## src/rtl/adc_capture_ctrl_if.sv

```systemverilog
// Sample-path bundle for the capture controller: the ADC write strobe/data
// coming in and the capture RAM write port going out.
interface adc_capture_ctrl_if #(
  parameter int DATA_W = 8,
  parameter int ADDR_W = 8
);
  logic              sample_ready;
  logic [DATA_W-1:0] sample_data;
  logic              mem_we;
  logic [ADDR_W-1:0] mem_addr;
  logic [DATA_W-1:0] mem_wdata;

  // Producer side: drives ADC samples, observes the RAM write port.
  modport master (
    output sample_ready,
    output sample_data,
    input  mem_we,
    input  mem_addr,
    input  mem_wdata
  );

  // Controller side: consumes ADC samples, drives the RAM write port.
  modport slave (
    input  sample_ready,
    input  sample_data,
    output mem_we,
    output mem_addr,
    output mem_wdata
  );
endinterface

```

## src/rtl/adc_capture_ctrl.sv

```systemverilog
// Capture sequencer: circular pre-trigger recording into a DEPTH-entry RAM,
// level-crossing trigger, post-trigger fill, then a done flag and pulse.
module adc_capture_ctrl #(
  parameter int DATA_W  = 8,
  parameter int DEPTH   = 256,
  parameter int ADDR_W  = 8,
  parameter int PRETRIG = 64
) (
  input  logic                 osc_clk,
  input  logic                 reset,
  adc_capture_ctrl_if.slave    bus,
  input  logic                 arm,
  input  logic                 abort,
  input  logic [1:0]           trig_mode,
  input  logic [DATA_W-1:0]    trig_level,
  output logic                 busy,
  output logic                 done,
  output logic                 done_irq,
  output logic [ADDR_W-1:0]    start_addr,
  output logic [ADDR_W-1:0]    trig_addr
);

  typedef enum logic [1:0] {
    S_IDLE,
    S_ARMED,
    S_CAPTURE,
    S_DONE
  } state_t;

  localparam logic [ADDR_W-1:0] PRE_C     = ADDR_W'(PRETRIG);
  localparam logic [ADDR_W-1:0] POST_INIT = ADDR_W'(DEPTH - PRETRIG - 1);

  state_t              state_q, state_d;
  logic [ADDR_W-1:0]   wr_ptr_q, wr_ptr_d;
  logic [ADDR_W-1:0]   fill_cnt_q, fill_cnt_d;
  logic [ADDR_W-1:0]   post_cnt_q, post_cnt_d;
  logic [DATA_W-1:0]   prev_sample_q, prev_sample_d;
  logic                prev_vld_q, prev_vld_d;
  logic                rdy_q;
  logic                mem_we_q, mem_we_d;
  logic [ADDR_W-1:0]   mem_addr_q, mem_addr_d;
  logic [DATA_W-1:0]   mem_wdata_q, mem_wdata_d;
  logic                busy_q, busy_d;
  logic                done_q, done_d;
  logic                done_irq_q, done_irq_d;
  logic [ADDR_W-1:0]   start_addr_q, start_addr_d;
  logic [ADDR_W-1:0]   trig_addr_q, trig_addr_d;

  logic                stb;
  logic                rise_hit;
  logic                fall_hit;
  logic                edge_hit;
  logic                trig_fire;

  // Rising edge of the ADC write enable marks one new sample; the trigger
  // is only eligible once the pre-trigger window is full and, for edge
  // modes, once a previous sample exists to compare against.
  always_comb begin
    stb      = bus.sample_ready & ~rdy_q;
    rise_hit = (prev_sample_q < trig_level) && (bus.sample_data >= trig_level);
    fall_hit = (prev_sample_q > trig_level) && (bus.sample_data <= trig_level);
    edge_hit = 1'b0;
    case (trig_mode)
      2'b00:   edge_hit = 1'b1;
      2'b01:   edge_hit = rise_hit;
      2'b10:   edge_hit = fall_hit;
      default: edge_hit = rise_hit | fall_hit;
    endcase
    trig_fire = (fill_cnt_q == PRE_C) && ((trig_mode == 2'b00) || prev_vld_q) && edge_hit;
  end

  // Next-state, write-port and status computation; abort overrides everything.
  always_comb begin
    state_d       = state_q;
    wr_ptr_d      = wr_ptr_q;
    fill_cnt_d    = fill_cnt_q;
    post_cnt_d    = post_cnt_q;
    prev_sample_d = prev_sample_q;
    prev_vld_d    = prev_vld_q;
    mem_we_d      = 1'b0;
    mem_addr_d    = mem_addr_q;
    mem_wdata_d   = mem_wdata_q;
    start_addr_d  = start_addr_q;
    trig_addr_d   = trig_addr_q;

    if (abort) begin
      state_d = S_IDLE;
    end else begin
      case (state_q)
        S_IDLE, S_DONE: begin
          if (arm) begin
            state_d    = S_ARMED;
            wr_ptr_d   = '0;
            fill_cnt_d = '0;
            prev_vld_d = 1'b0;
          end
        end
        S_ARMED: begin
          if (stb) begin
            mem_we_d      = 1'b1;
            mem_addr_d    = wr_ptr_q;
            mem_wdata_d   = bus.sample_data;
            wr_ptr_d      = wr_ptr_q + 1'b1;
            prev_sample_d = bus.sample_data;
            prev_vld_d    = 1'b1;
            if (trig_fire) begin
              trig_addr_d  = wr_ptr_q;
              start_addr_d = wr_ptr_q - PRE_C;
              post_cnt_d   = POST_INIT;
              state_d      = (POST_INIT == '0) ? S_DONE : S_CAPTURE;
            end else if (fill_cnt_q != PRE_C) begin
              fill_cnt_d = fill_cnt_q + 1'b1;
            end
          end
        end
        S_CAPTURE: begin
          if (stb) begin
            mem_we_d      = 1'b1;
            mem_addr_d    = wr_ptr_q;
            mem_wdata_d   = bus.sample_data;
            wr_ptr_d      = wr_ptr_q + 1'b1;
            prev_sample_d = bus.sample_data;
            post_cnt_d    = post_cnt_q - 1'b1;
            if (post_cnt_q == ADDR_W'(1)) begin
              state_d = S_DONE;
            end
          end
        end
        default: state_d = S_IDLE;
      endcase
    end

    busy_d     = (state_d == S_ARMED) || (state_d == S_CAPTURE);
    done_d     = (state_d == S_DONE);
    done_irq_d = (state_d == S_DONE) && (state_q != S_DONE);
  end

  // All state and registered outputs, with synchronous reset.
  always_ff @(posedge osc_clk) begin
    if (reset) begin
      state_q       <= S_IDLE;
      wr_ptr_q      <= '0;
      fill_cnt_q    <= '0;
      post_cnt_q    <= '0;
      prev_sample_q <= '0;
      prev_vld_q    <= 1'b0;
      rdy_q         <= 1'b0;
      mem_we_q      <= 1'b0;
      mem_addr_q    <= '0;
      mem_wdata_q   <= '0;
      busy_q        <= 1'b0;
      done_q        <= 1'b0;
      done_irq_q    <= 1'b0;
      start_addr_q  <= '0;
      trig_addr_q   <= '0;
    end else begin
      state_q       <= state_d;
      wr_ptr_q      <= wr_ptr_d;
      fill_cnt_q    <= fill_cnt_d;
      post_cnt_q    <= post_cnt_d;
      prev_sample_q <= prev_sample_d;
      prev_vld_q    <= prev_vld_d;
      rdy_q         <= bus.sample_ready;
      mem_we_q      <= mem_we_d;
      mem_addr_q    <= mem_addr_d;
      mem_wdata_q   <= mem_wdata_d;
      busy_q        <= busy_d;
      done_q        <= done_d;
      done_irq_q    <= done_irq_d;
      start_addr_q  <= start_addr_d;
      trig_addr_q   <= trig_addr_d;
    end
  end

  assign bus.mem_we    = mem_we_q;
  assign bus.mem_addr  = mem_addr_q;
  assign bus.mem_wdata = mem_wdata_q;
  assign busy          = busy_q;
  assign done          = done_q;
  assign done_irq      = done_irq_q;
  assign start_addr    = start_addr_q;
  assign trig_addr     = trig_addr_q;

endmodule

```

## src/flat_wrapper.sv

```systemverilog
// flat-port wrapper written by rule: the top's interface ports become plain ports
module adc_capture_ctrl_flat 
#(
  parameter int DATA_W  = 8,
  parameter int DEPTH   = 256,
  parameter int ADDR_W  = 8,
  parameter int PRETRIG = 64
)
  (osc_clk, reset, arm, abort, trig_mode, trig_level, busy, done, done_irq, start_addr, trig_addr, bus_sample_ready, bus_sample_data, bus_mem_we, bus_mem_addr, bus_mem_wdata);
  adc_capture_ctrl_if #(.DATA_W(DATA_W), .ADDR_W(ADDR_W)) bus_i ();
  input  logic osc_clk;
  input  logic reset;
  input  logic arm;
  input  logic abort;
  input  logic [1:0] trig_mode;
  input  logic [DATA_W-1:0] trig_level;
  output logic busy;
  output logic done;
  output logic done_irq;
  output logic [ADDR_W-1:0] start_addr;
  output logic [ADDR_W-1:0] trig_addr;
  input wire logic [$bits(bus_i.sample_ready)-1:0] bus_sample_ready;
  input wire logic [$bits(bus_i.sample_data)-1:0] bus_sample_data;
  output wire logic [$bits(bus_i.mem_we)-1:0] bus_mem_we;
  output wire logic [$bits(bus_i.mem_addr)-1:0] bus_mem_addr;
  output wire logic [$bits(bus_i.mem_wdata)-1:0] bus_mem_wdata;
  assign bus_i.sample_ready = bus_sample_ready;
  assign bus_i.sample_data = bus_sample_data;
  assign bus_mem_we = bus_i.mem_we;
  assign bus_mem_addr = bus_i.mem_addr;
  assign bus_mem_wdata = bus_i.mem_wdata;
  adc_capture_ctrl #(.DATA_W(DATA_W), .DEPTH(DEPTH), .ADDR_W(ADDR_W), .PRETRIG(PRETRIG)) u_core (.osc_clk(osc_clk), .reset(reset), .bus(bus_i), .arm(arm), .abort(abort), .trig_mode(trig_mode), .trig_level(trig_level), .busy(busy), .done(done), .done_irq(done_irq), .start_addr(start_addr), .trig_addr(trig_addr));
endmodule
```

## config.mk

```make
export PLATFORM = sky130hd
export DESIGN_NAME = adc_capture_ctrl_flat
export DESIGN_NICKNAME = d
export VERILOG_FILES = /design/src/rtl/adc_capture_ctrl_if.sv /design/src/rtl/adc_capture_ctrl.sv /design/src/flat_wrapper.sv
export SDC_FILE = /design/constraint.sdc
export NUM_CORES = 1
export LEC_CHECK = 0
export CORE_MARGIN = 2
export CORE_UTILIZATION = 56
export CTS_BUF_LIST = sky130_fd_sc_hd__clkbuf_16
export DETAILED_ROUTE_END_ITERATION = 16
export GPL_TIMING_DRIVEN = 1
export PLACE_DENSITY = 0.86
export SYNTH_ARGS = -nofsm -noshare
export SYNTH_HDL_FRONTEND = slang
export SYNTH_SLANG_ARGS = --single-unit
```

## constraint.sdc

```tcl
create_clock -name osc_clk -period 5.6 [get_ports osc_clk]
set_input_delay 0.56 -clock osc_clk [delete_from_list [all_inputs] [get_ports osc_clk]]
set_output_delay 0.56 -clock osc_clk [all_outputs]
set_load 0.01 [all_outputs]
```

==> flow_summary_export.csv <==
group,metric,value,unit
run_status,status,"complete, no violations",
drt,drtIter0Drc,198,
min_path,hold-path-cell-count,2,
synth,ys_warn_count,0,
clocking,clk_latency,0.33,ns
critical_path,r2r-end,"u_core.post_cnt_q[3]",
final_layout,multi_input_area,1660,um2
drt,drc_errors,0,
critical_path,path_max_fanout,13,
sta,tns,0,ns
die,core_area,5140,um2
die,placementRows,26,
final_layout,layout-drive-gt1-share,6.36,%
critical_path,required,5.85,ns
placement,place_hpwl,4800,um
final_layout,diodes,0,
run,maxCapViolCount,0,
final_layout,fill_cells,397,
clocking,hold_buffers,0,
sta,period_needed,3.73,ns
global_route,overflow,0,
min_path,worstHoldEndpoint,"u_core.bus.mem_addr[1]",
sta,whs,0.452,ns
clocking,post_cts_buffers,0,
sta,setup_viol,0,
die,ioPinCount,59,
synth,avgSynthCellArea,8.47,um2
clocking,cts_root_buffer,"clkbuf_16",
global_route,grt_max_degree,47,
synth,synth_flop_cell,"dfxtp_1",
power,power.total,1.11,mW
synth,post_synth_inst_count,352,
critical_path,cpPeakStageDelay,1.01,ns
clocking,cts.sink_count,58,
synth,ys_seq_area_share,38.9,%
synth,synth-async-reset-ratio,0,%
critical_path,startpoint,"trig_level[5]",
sta,clock_skew,0.00407,ns
drt,avgViaCountPerCell,5.63,
final_layout,ff_latch_area,1160,um2
synth,ys_types,48,
critical_path,crit_slowest_cell,"nor3_2",
critical_path,r2r_slack,2.30,ns
power,powerDensity,285,nW/um2
critical_path,r2r-start,"u_core.prev_sample_q[6]",
die,floorplan.initialDensity,58.0,%
synth,synth_edf_count,0,
sta,slew_viol_final,0,
min_path,hold_path_class,"reg -> reg",
final_layout,nets,453,
power,vdd_drop_max,0.235,mV
clocking,numCtsBuffers,9,
die,dieArea,5930,um2
sta,hold_viol,0,
global_route,antenna_found_initial,0,
clocking,path_clk_slew,0.05,ns
sta,worst_slew_pin_slew,1.27,ns
die,die_x,77.0,um
power,p_leak,1.46,nW
critical_path,cp_data_arrival_time,3.98,ns
clocking,cts.htree.levels,3,
clocking,cts_tree,"built",
placement,port_buffers,58,
synth,syn-num-nets,401,
global_route,grt_pass1_wl,12300,um
sta,slew_headroom,15.1,%
synth,ys_ff_latch,58,
sta,timing.final.crit_share,66.5,%
sta,rsz0062_at_grt,"false",
critical_path,worstRegToRegCells,9,
placement,gp_congestion,0.870,
critical_path,critPathLaunchType,"input port",
drt,ant_nets,0,
drt,wl,7470,um
sta,fmax,268,MHz
global_route,track_usage,26.1,%
synth,syn_area,2980,um2
critical_path,crit_path_end_kind,"flip-flop",
drt,first_pass_iters,4,
die,die_y,77.0,um
final_layout,syn_to_final_growth,30.7,%
drt,avgRoutedWirePerCell,15.6,um
drt,via_count,2698,
min_path,min_from,"u_core.bus.mem_addr[1]",
clocking,cts_resized,0,
clocking,clockBufferDepth,2,
critical_path,crit_type,"in -> reg",
critical_path,crit_chain,"clkdlybuf4s50_1, inv_1, ha_1, a21oi_1, nor2_1, a211oi_1, a211oi_1, o21ba_4, nor3_2, nand2_1, a21oi_1",
global_route,grt_pass1_vias,2662,
## critical path: cells and delay by family
kind | cells | cell delay (ns)
adder cells (fa/ha/maj) | 1 | 0.30
buffers and inverters | 2 | 0.51
AO/OA/AOI/OAI | 5 | 1.26
AND/OR/NAND/NOR | 3 | 1.34
## worst max-delay path by stage
stage,cells after the start,endpoint,slack (ns)
after detailed placement,11,u_core.post_cnt_q[2],1.51
final,11,u_core.post_cnt_q[3],1.87
after floorplan,10,u_core.post_cnt_q[6],2.74
after global placement,11,u_core.post_cnt_q[2],1.69
after global routing,11,u_core.post_cnt_q[2],1.63
after CTS,11,u_core.post_cnt_q[2],1.86
## logic make-up after synthesis
kind of cell	count (synthesis)	synth area share, %
adder cells (fa/ha/maj)	26	10.9
AO/OA/AOI/OAI	68	15.0
buffers and inverters	38	5.58
AND/OR/NAND/NOR	138	22.1
flip-flops	58	38.9
XOR/XNOR	13	3.82
multiplexers	11	3.73
## layer usage
metal | global-route usage [%] | wire length, um
met5 | 0 | 0
met4 | 12.3 | 140
met3 | 6.82 | 380
met2 | 45.4 | 3940
met1 | 29.8 | 3010
## state kept, by name, indices dropped and copies added (netlist names)
register	flops
u_core.bus.mem_addr	8
u_core.fill_cnt_q	8
u_core.post_cnt_q	8
u_core.prev_sample_q	8
u_core.trig_addr	8
u_core.wr_ptr_q	8
u_core.start_addr	2
u_core.state_q	2
u_core.bus.mem_we	1
u_core.busy	1
u_core.done	1
u_core.done_irq	1
u_core.prev_vld_q	1
u_core.rdy_q	1
## cell usage in the layout, fill, tap and decap left out, drive strengths merged, types with 5 or more instances in the layout
cell / n
nor3: 7
dfxtp: 58
nand2: 46
or3: 8
clkdlybuf4s50: 58
nand3: 5
inv: 20
nand4: 9
ha: 26
nor2: 36
mux2i: 10
xor2: 11
a21oi: 30
clkbuf: 9
o21ai: 10
nor2b: 8
## synthesized netlist by cell type (8+ instances only)
cell | n | area, um2
ha_1 | 26 | 325
nor2b_1 | 8 | 50.1
xor2_1 | 11 | 96.3
clkbuf_1 | 11 | 41.3
or3_1 | 8 | 50.1
nand2_1 | 46 | 173
dfxtp_1 | 58 | 1160
nand4_1 | 9 | 56.3
nor2_1 | 36 | 135
mux2i_1 | 10 | 100
inv_1 | 19 | 71.3
a21oi_1 | 30 | 150
## metrics by stage
stage	instances	area, um2	util, %	setup slack (ns)
after floorplan	352	2980	-	2.74
final	479	3900	75.9	1.87
after global placement	463	3570	69.5	1.69
after CTS	479	3900	75.9	1.86
after global routing	479	3900	75.9	1.63
after detailed placement	463	3570	69.5	1.51
## power by group
part	internal, mW	switching [mW]	total (mW)	leakage [nW]
sequential	0.418	0.00420	0.422	0.468
clock	0.392	0.200	0.593	0.156
combinational	0.0448	0.0529	0.0978	0.834
total	0.855	0.257	1.11	1.46
## layout make-up
class	count	share of cell area [%]
Tap cell	70	2.25
Multi-Input combinational cell	256	42.5
Clock buffer	9	5.78
Clock inverter	7	2.63
Inverter	19	1.83
Timing Repair Buffer	60	15.3
Sequential cell	58	29.8
Note: power is estimated with default switching activity, not from simulation.
